File: src/rtl/mem_port_arbiter_pkg.sv
// Shared types for mem_port_arbiter: FSM states, requester ids and request-vector bit positions.
// Optional starvation guard is enabled with the ARB_STARVE_GUARD_EN macro (see mem_port_arbiter.sv).
package mem_port_arbiter_pkg;

   typedef enum logic [1:0] {
      ARB_IDLE = 2'd0,
      ARB_BUSY = 2'd1,
      ARB_RESP = 2'd2
   } arb_state_t;

   typedef enum logic [1:0] {
      ARB_ID_IC  = 2'd0,
      ARB_ID_DCR = 2'd1,
      ARB_ID_DCW = 2'd2
   } arb_id_t;

   localparam int unsigned REQ_IC  = 0;
   localparam int unsigned REQ_DCR = 1;
   localparam int unsigned REQ_DCW = 2;
   localparam int unsigned N_REQ   = 3;

   function automatic arb_id_t grant_to_id(input logic [N_REQ-1:0] grant);
      if (grant[REQ_DCW]) return ARB_ID_DCW;
      if (grant[REQ_DCR]) return ARB_ID_DCR;
      return ARB_ID_IC;
   endfunction

endpackage

File: src/rtl/mem_port_arbiter_if.sv
// Requester and memory-side signals of mem_port_arbiter; slave = arbiter side, master = caches/memory side.
interface mem_port_arbiter_if #(
   parameter int unsigned ADDR_W = 32,
   parameter int unsigned DATA_W = 128
);
   logic              ic_read_req;
   logic [ADDR_W-1:0] ic_read_addr;
   logic              ic_read_ack;
   logic [DATA_W-1:0] ic_read_data;
   logic              dc_read_req;
   logic [ADDR_W-1:0] dc_read_addr;
   logic              dc_read_ack;
   logic [DATA_W-1:0] dc_read_data;
   logic              dc_write_req;
   logic [ADDR_W-1:0] dc_write_addr;
   logic [DATA_W-1:0] dc_write_data;
   logic              dc_write_ack;
   logic              mem_enable;
   logic              mem_rw;
   logic              mem_ack;
   logic [ADDR_W-1:0] mem_addr;
   logic [DATA_W-1:0] mem_data_in;
   logic [DATA_W-1:0] mem_data_out;

   modport slave (
      input  ic_read_req, ic_read_addr, dc_read_req, dc_read_addr,
             dc_write_req, dc_write_addr, dc_write_data, mem_ack, mem_data_in,
      output ic_read_ack, ic_read_data, dc_read_ack, dc_read_data, dc_write_ack,
             mem_enable, mem_rw, mem_addr, mem_data_out
   );

   modport master (
      output ic_read_req, ic_read_addr, dc_read_req, dc_read_addr,
             dc_write_req, dc_write_addr, dc_write_data, mem_ack, mem_data_in,
      input  ic_read_ack, ic_read_data, dc_read_ack, dc_read_data, dc_write_ack,
             mem_enable, mem_rw, mem_addr, mem_data_out
   );
endinterface

File: src/rtl/mem_port_arbiter_priority_sel.sv
// Combinational winner select: dc_write > dc_read > ic_read, unless the starve flag lifts ic_read to the top.
module mem_port_arbiter_priority_sel
   import mem_port_arbiter_pkg::*;
(
   input  logic [N_REQ-1:0] i_req,
   input  logic             i_starve,
   output logic [N_REQ-1:0] o_grant
);
   always_comb begin
      o_grant = '0;
      if (i_starve && i_req[REQ_IC]) begin
         o_grant[REQ_IC] = 1'b1;
      end else if (i_req[REQ_DCW]) begin
         o_grant[REQ_DCW] = 1'b1;
      end else if (i_req[REQ_DCR]) begin
         o_grant[REQ_DCR] = 1'b1;
      end else if (i_req[REQ_IC]) begin
         o_grant[REQ_IC] = 1'b1;
      end
   end
endmodule

File: src/rtl/mem_port_arbiter.sv
// Shares one memory port between Icache refill, Dcache refill and Dcache write-back, one line at a time.
// Define ARB_STARVE_GUARD_EN to let a waiting Icache refill win after STARVE_LIMIT Dcache grants.
module mem_port_arbiter
   import mem_port_arbiter_pkg::*;
#(
   parameter int unsigned ADDR_W = 32,
   parameter int unsigned DATA_W = 128
`ifdef ARB_STARVE_GUARD_EN
   ,
   parameter int unsigned STARVE_LIMIT = 4
`endif
) (
   input  logic              clk,
   input  logic              reset,
   mem_port_arbiter_if.slave bus
);
   arb_state_t        r_state;
   arb_id_t           r_id;
   logic              r_mem_enable;
   logic              r_mem_rw;
   logic [ADDR_W-1:0] r_mem_addr;
   logic [DATA_W-1:0] r_mem_data_out;
   logic [DATA_W-1:0] r_ic_data;
   logic [DATA_W-1:0] r_dc_data;
   logic              r_ic_ack;
   logic              r_dcr_ack;
   logic              r_dcw_ack;

   logic [N_REQ-1:0]  w_req;
   logic [N_REQ-1:0]  w_grant;
   logic              w_starve;
   arb_id_t           w_win_id;
   logic [ADDR_W-1:0] w_win_addr;

   assign w_req[REQ_IC]  = bus.ic_read_req;
   assign w_req[REQ_DCR] = bus.dc_read_req;
   assign w_req[REQ_DCW] = bus.dc_write_req;

   mem_port_arbiter_priority_sel u_arb_priority_sel (
      .i_req    (w_req),
      .i_starve (w_starve),
      .o_grant  (w_grant)
   );

   assign w_win_id = grant_to_id(w_grant);

   always_comb begin
      case (w_win_id)
         ARB_ID_DCW: w_win_addr = bus.dc_write_addr;
         ARB_ID_DCR: w_win_addr = bus.dc_read_addr;
         default:    w_win_addr = bus.ic_read_addr;
      endcase
   end

`ifdef ARB_STARVE_GUARD_EN
   localparam int unsigned CNT_W = $clog2(STARVE_LIMIT + 2);
   logic [CNT_W-1:0] r_starve_cnt;

   assign w_starve = (r_starve_cnt == CNT_W'(STARVE_LIMIT));

   // Counts Dcache wins that bypassed a waiting Icache refill; any Icache win clears it.
   always_ff @(posedge clk) begin
      if (!reset) begin
         r_starve_cnt <= '0;
      end else if (r_state == ARB_IDLE && |w_grant) begin
         if (w_grant[REQ_IC]) begin
            r_starve_cnt <= '0;
         end else if (bus.ic_read_req && !w_starve) begin
            r_starve_cnt <= r_starve_cnt + CNT_W'(1);
         end
      end
   end
`else
   assign w_starve = 1'b0;
`endif

   always_ff @(posedge clk) begin
      if (!reset) begin
         r_state        <= ARB_IDLE;
         r_id           <= ARB_ID_IC;
         r_mem_enable   <= 1'b0;
         r_mem_rw       <= 1'b0;
         r_mem_addr     <= '0;
         r_mem_data_out <= '0;
         r_ic_data      <= '0;
         r_dc_data      <= '0;
         r_ic_ack       <= 1'b0;
         r_dcr_ack      <= 1'b0;
         r_dcw_ack      <= 1'b0;
      end else begin
         case (r_state)
            ARB_IDLE: begin
               if (|w_grant) begin
                  r_id         <= w_win_id;
                  r_mem_addr   <= w_win_addr;
                  r_mem_rw     <= (w_win_id == ARB_ID_DCW);
                  r_mem_enable <= 1'b1;
                  if (w_win_id == ARB_ID_DCW) begin
                     r_mem_data_out <= bus.dc_write_data;
                  end
                  r_state <= ARB_BUSY;
               end
            end
            ARB_BUSY: begin
               if (bus.mem_ack) begin
                  r_mem_enable <= 1'b0;
                  case (r_id)
                     ARB_ID_IC: begin
                        r_ic_data <= bus.mem_data_in;
                        r_ic_ack  <= 1'b1;
                     end
                     ARB_ID_DCR: begin
                        r_dc_data <= bus.mem_data_in;
                        r_dcr_ack <= 1'b1;
                     end
                     default: r_dcw_ack <= 1'b1;
                  endcase
                  r_state <= ARB_RESP;
               end
            end
            ARB_RESP: begin
               r_ic_ack  <= 1'b0;
               r_dcr_ack <= 1'b0;
               r_dcw_ack <= 1'b0;
               r_state   <= ARB_IDLE;
            end
            default: r_state <= ARB_IDLE;
         endcase
      end
   end

   assign bus.ic_read_ack  = r_ic_ack;
   assign bus.ic_read_data = r_ic_data;
   assign bus.dc_read_ack  = r_dcr_ack;
   assign bus.dc_read_data = r_dc_data;
   assign bus.dc_write_ack = r_dcw_ack;
   assign bus.mem_enable   = r_mem_enable;
   assign bus.mem_rw       = r_mem_rw;
   assign bus.mem_addr     = r_mem_addr;
   assign bus.mem_data_out = r_mem_data_out;
endmodule

File: src/flat_wrapper.sv
// flat-port wrapper written by rule: the top's interface ports become plain ports
module mem_port_arbiter_flat import mem_port_arbiter_pkg::*;
#(
   parameter int unsigned ADDR_W = 32,
   parameter int unsigned DATA_W = 128

)
  (clk, reset, bus_ic_read_req, bus_ic_read_addr, bus_dc_read_req, bus_dc_read_addr, bus_dc_write_req, bus_dc_write_addr, bus_dc_write_data, bus_mem_ack, bus_mem_data_in, bus_ic_read_ack, bus_ic_read_data, bus_dc_read_ack, bus_dc_read_data, bus_dc_write_ack, bus_mem_enable, bus_mem_rw, bus_mem_addr, bus_mem_data_out);
  mem_port_arbiter_if #(.ADDR_W(ADDR_W), .DATA_W(DATA_W)) bus_i ();
  input  logic clk;
  input  logic reset;
  input wire logic [$bits(bus_i.ic_read_req)-1:0] bus_ic_read_req;
  input wire logic [$bits(bus_i.ic_read_addr)-1:0] bus_ic_read_addr;
  input wire logic [$bits(bus_i.dc_read_req)-1:0] bus_dc_read_req;
  input wire logic [$bits(bus_i.dc_read_addr)-1:0] bus_dc_read_addr;
  input wire logic [$bits(bus_i.dc_write_req)-1:0] bus_dc_write_req;
  input wire logic [$bits(bus_i.dc_write_addr)-1:0] bus_dc_write_addr;
  input wire logic [$bits(bus_i.dc_write_data)-1:0] bus_dc_write_data;
  input wire logic [$bits(bus_i.mem_ack)-1:0] bus_mem_ack;
  input wire logic [$bits(bus_i.mem_data_in)-1:0] bus_mem_data_in;
  output wire logic [$bits(bus_i.ic_read_ack)-1:0] bus_ic_read_ack;
  output wire logic [$bits(bus_i.ic_read_data)-1:0] bus_ic_read_data;
  output wire logic [$bits(bus_i.dc_read_ack)-1:0] bus_dc_read_ack;
  output wire logic [$bits(bus_i.dc_read_data)-1:0] bus_dc_read_data;
  output wire logic [$bits(bus_i.dc_write_ack)-1:0] bus_dc_write_ack;
  output wire logic [$bits(bus_i.mem_enable)-1:0] bus_mem_enable;
  output wire logic [$bits(bus_i.mem_rw)-1:0] bus_mem_rw;
  output wire logic [$bits(bus_i.mem_addr)-1:0] bus_mem_addr;
  output wire logic [$bits(bus_i.mem_data_out)-1:0] bus_mem_data_out;
  assign bus_i.ic_read_req = bus_ic_read_req;
  assign bus_i.ic_read_addr = bus_ic_read_addr;
  assign bus_i.dc_read_req = bus_dc_read_req;
  assign bus_i.dc_read_addr = bus_dc_read_addr;
  assign bus_i.dc_write_req = bus_dc_write_req;
  assign bus_i.dc_write_addr = bus_dc_write_addr;
  assign bus_i.dc_write_data = bus_dc_write_data;
  assign bus_i.mem_ack = bus_mem_ack;
  assign bus_i.mem_data_in = bus_mem_data_in;
  assign bus_ic_read_ack = bus_i.ic_read_ack;
  assign bus_ic_read_data = bus_i.ic_read_data;
  assign bus_dc_read_ack = bus_i.dc_read_ack;
  assign bus_dc_read_data = bus_i.dc_read_data;
  assign bus_dc_write_ack = bus_i.dc_write_ack;
  assign bus_mem_enable = bus_i.mem_enable;
  assign bus_mem_rw = bus_i.mem_rw;
  assign bus_mem_addr = bus_i.mem_addr;
  assign bus_mem_data_out = bus_i.mem_data_out;
  mem_port_arbiter #(.ADDR_W(ADDR_W), .DATA_W(DATA_W)) u_core (.clk(clk), .reset(reset), .bus(bus_i));
endmodule
File: config.mk
export PLATFORM = sky130hd
export DESIGN_NAME = mem_port_arbiter_flat
export DESIGN_NICKNAME = d
export VERILOG_FILES = /design/src/rtl/mem_port_arbiter_pkg.sv /design/src/rtl/mem_port_arbiter_if.sv /design/src/rtl/mem_port_arbiter_priority_sel.sv /design/src/rtl/mem_port_arbiter.sv /design/src/flat_wrapper.sv
export SDC_FILE = /design/constraint.sdc
export NUM_CORES = 1
export LEC_CHECK = 0
export CAP_MARGIN = 20
export CORE_AREA = 3 3 299 301
export CTS_BUF_LIST = sky130_fd_sc_hd__clkbuf_8
export CTS_CLUSTER_DIAMETER = 100
export DETAILED_ROUTE_END_ITERATION = 10
export DIE_AREA = 0 0 302 304
export MAX_ROUTING_LAYER = met4
export PLACE_DENSITY_LB_ADDON = 0.1
export SLEW_MARGIN = 10
export SYNTH_ARGS = -nofsm -noshare
export SYNTH_HDL_FRONTEND = slang
export SYNTH_SLANG_ARGS = --single-unit
export TNS_END_PERCENT = 5
File: constraint.sdc
create_clock -name clk -period 3.43 [get_ports clk]
set_input_delay 0.8575 -clock clk [delete_from_list [all_inputs] [get_ports clk]]
set_output_delay 0.8575 -clock clk [all_outputs]
set_load 0.02 [all_outputs]
==> impl_metrics.toml <==
[global_route]
use_met2_pct = 28.75
grt_max_degree = 133
grt.busiest_layer = "met2"
grt_remaining_overflow = 0
met3_usage_pct = 4.459
use_met1_pct = 14.65
grt.total_usage_pct = 15.44
antenna_found_initial = 12
grt_pass1_wl_um = 102700
grt_pass1_vias = 15330

[critical_path]
crit_path_end_kind = "primary output"
worstPathRequired_ps = 2570
startpoint_type = "register"
worstPathMaxFanout = 2
reg2reg_slack_ps = 1100
cp.depth = 1
cp.arrival_ps = 1730
rr_endpoint = "u_core.bus.dc_read_data[62]$_SDFFE_PN0P_"
crit_slowest_cell = "clkdlybuf4s50_1"
rr_startpoint = "u_core.r_state[0]$_SDFFE_PN0P_"
r2r_cells = 5
cp_cell_sequence = "clkdlybuf4s50_1"
crit_type = "register to primary output"
cp_num_buf_inv = 1
path_delay_family = "buffers and inverters"
critPathMaxStageDelay_ps = 690

[yosys]
ys_dominant_reg_cell = "dfxtp_1"
syn_inst = 1745
yosysUniqueCellTypes = 27
synth-seq-cells = 425
async_reset_ff_share_pct = 0
avgSynthCellArea_um2 = 9.082
yosys_warnings = 0
ys_seq_area_share_pct = 53.69
synth_edf_count = 0
syn_nets = 2103
syn-cell-area_um2 = 15850

[clock_tree]
htree_levels = 3
clk_path_buf_depth = 3
cts-buffers-inserted = 85
cts_setup_buffers = 0
cts_tree = "built"
clk_pin_slew_worst_paths_ps = 60
cts_resized = 0
cts_sinks = 425
ctsHoldBuffers = 0
clockRootBuffer = "clkbuf_8"
insertion_delay_ps = 670

[pwr]
power_density_nw_per_um2 = 470.5
peakVddDrop_v = 0.0002538
p_leak_nw = 11.38

[outcome]
outcome = "finished clean"

[floorplanning]
io_pins = 779
core_area_um2 = 86890
rows = 108
fp.dieArea_um2 = 91810
floorplan.die.height_um = 304
initial_core_util_pct = 18.24
die_width_um = 302

[placement]
dp.cells = 3568
hpwl_um = 54100
place_congestion = 0.8057
io_buffer_count = 778

[finish]
area_delta_synth_final_pct = 67.54
drive_above_1_share_pct = 5.931
stdcell_count = 3729
nets = 2858

[flow_run]
max-cap-violations = 0

[timing]
tightest_slew_ps = 670.7
tns_ps = 0
slew_violations = 0
finalSetupViolCount = 0
rsz0062_at_grt = "no"
period_share_pct = 75.32
max_slew_margin_pct = 55.29
clock_skew_ps = 31.05
period_minus_slack_ps = 2584
hold_violations = 0
max_freq_ghz = 0.3871

[routing]
totalWireLength_um = 72230
drc = 0
drt_pass1_iterations = 4
num_vias = 14710
drt_iter0_drc = 629
viasPerCell = 3.944
antenna_left = 0
wl_per_cell_um = 19.37

[hold_path]
hold_end = "u_core.bus.mem_data_out[21]$_SDFFE_PN0P_"
hp-class = "register to register"
hp-start = "u_core.bus.mem_data_out[21]$_SDFFE_PN0P_"
whs_path_depth = 2
==> per-layer routing <==
layer,part of all wire (%),wire [um]
met1,35,25570
met2,54,39150
met5,0,0
met3,6.6,4800
met4,3.8,2713
==> logic make-up after synthesis <==
| logic type | share of synthesized area (%) |
|---|---|
| compound gates | 7.366 |
| buf+inv | 4.145 |
| flops | 53.69 |
| mux | 18.19 |
| simple gates | 16.61 |
==> cell type report <==
cell class	count	area (um^2)
inverters	1	6.256
clock buffers	109	1500
clock inverters	41	216.5
fillers	9113	60340
well taps	1155	1445
multi-input cells	1183	6706
flip-flops and latches	425	8508
repair buffers	804	8140
diodes	11	27.53
==> synth_stat cells (2+ instances only) <==
cell	count	area, um^2
nand2_1	675	2534
dfxtp_1	425	8508
buf_2	33	165.2
or3b_2	2	17.52
buf_6	13	146.4
or3_1	2	12.51
a22o_1	32	280.3
o31ai_1	2	15.01
a21oi_1	135	675.7
nor3b_1	2	15.01
o21ai_0	33	165.2
clkbuf_1	88	330.3
mux2i_1	288	2883
nor2_1	2	7.510
==> metrics by stage <==
step | util (%) | setup WS (ps) | total power [W] | hold WS (ps) | instance area [um^2]
global route | 30.56 | 724.2 | 0.01311 | 465.7 | 26550
finish | 30.56 | 846.4 | 0.01249 | 450.7 | 26550
CTS | 30.53 | 719.0 | 0.01282 | 452.6 | 26520
global placement | 28.55 | 553.7 | 0.007433 | 443.4 | 24810
floorplan | - | 1382 | 0.006265 | 466.3 | 15850
detailed placement | 28.55 | 544.4 | 0.007443 | 445.4 | 24810
==> sequential cells by signal (all words and copies together), names as in the netlist, 2 cells and up <==
signal / count
u_core.bus.dc_read_data: 128
u_core.bus.ic_read_data: 128
u_core.bus.mem_data_out: 128
u_core.bus.mem_addr: 32
u_core.r_id: 2
u_core.r_state: 2
==> cells in the final DEF (no fill, tap or decap), types with 2 or more instances in the layout <==
cell	count
clkdlybuf4s50_1	775
nand2_1	675
dfxtp_1	425
mux2i_1	288
a21oi_1	135
clkbuf_8	109
inv_1	34
o21ai_0	33
a22o_1	32
buf_4	13
buf_12	13
diode_2	11
clkinv_8	3
nor2_1	2
o31ai_1	2
or3b_4	2
buf_2	2
==> how the worst max path moves through the flow <==
stage                                                         from                                       end  slack (ps)
after floorplan                                    bus_dc_read_req      u_core.bus.mem_addr[10]$_SDFFE_PN0P_        1380
after global placement                                 bus_mem_ack  u_core.bus.dc_read_data[58]$_SDFFE_PN0P_         550
after detailed placement                               bus_mem_ack  u_core.bus.dc_read_data[98]$_SDFFE_PN0P_         540
after CTS                 u_core.bus.ic_read_data[99]$_SDFFE_PN0P_                      bus_ic_read_data[99]         720
after global routing      u_core.bus.ic_read_data[99]$_SDFFE_PN0P_                      bus_ic_read_data[99]         720
final                     u_core.bus.ic_read_data[99]$_SDFFE_PN0P_                      bus_ic_read_data[99]         850
==> where the power goes <==
group / switching (W) / internal [W] / leakage (nW)
logic: 0.00102 / 0.000985 / 6.92
registers: 0.000126 / 0.00517 / 3.46
clock network: 0.00233 / 0.00285 / 1.00
(Power assumes the default switching activity.)
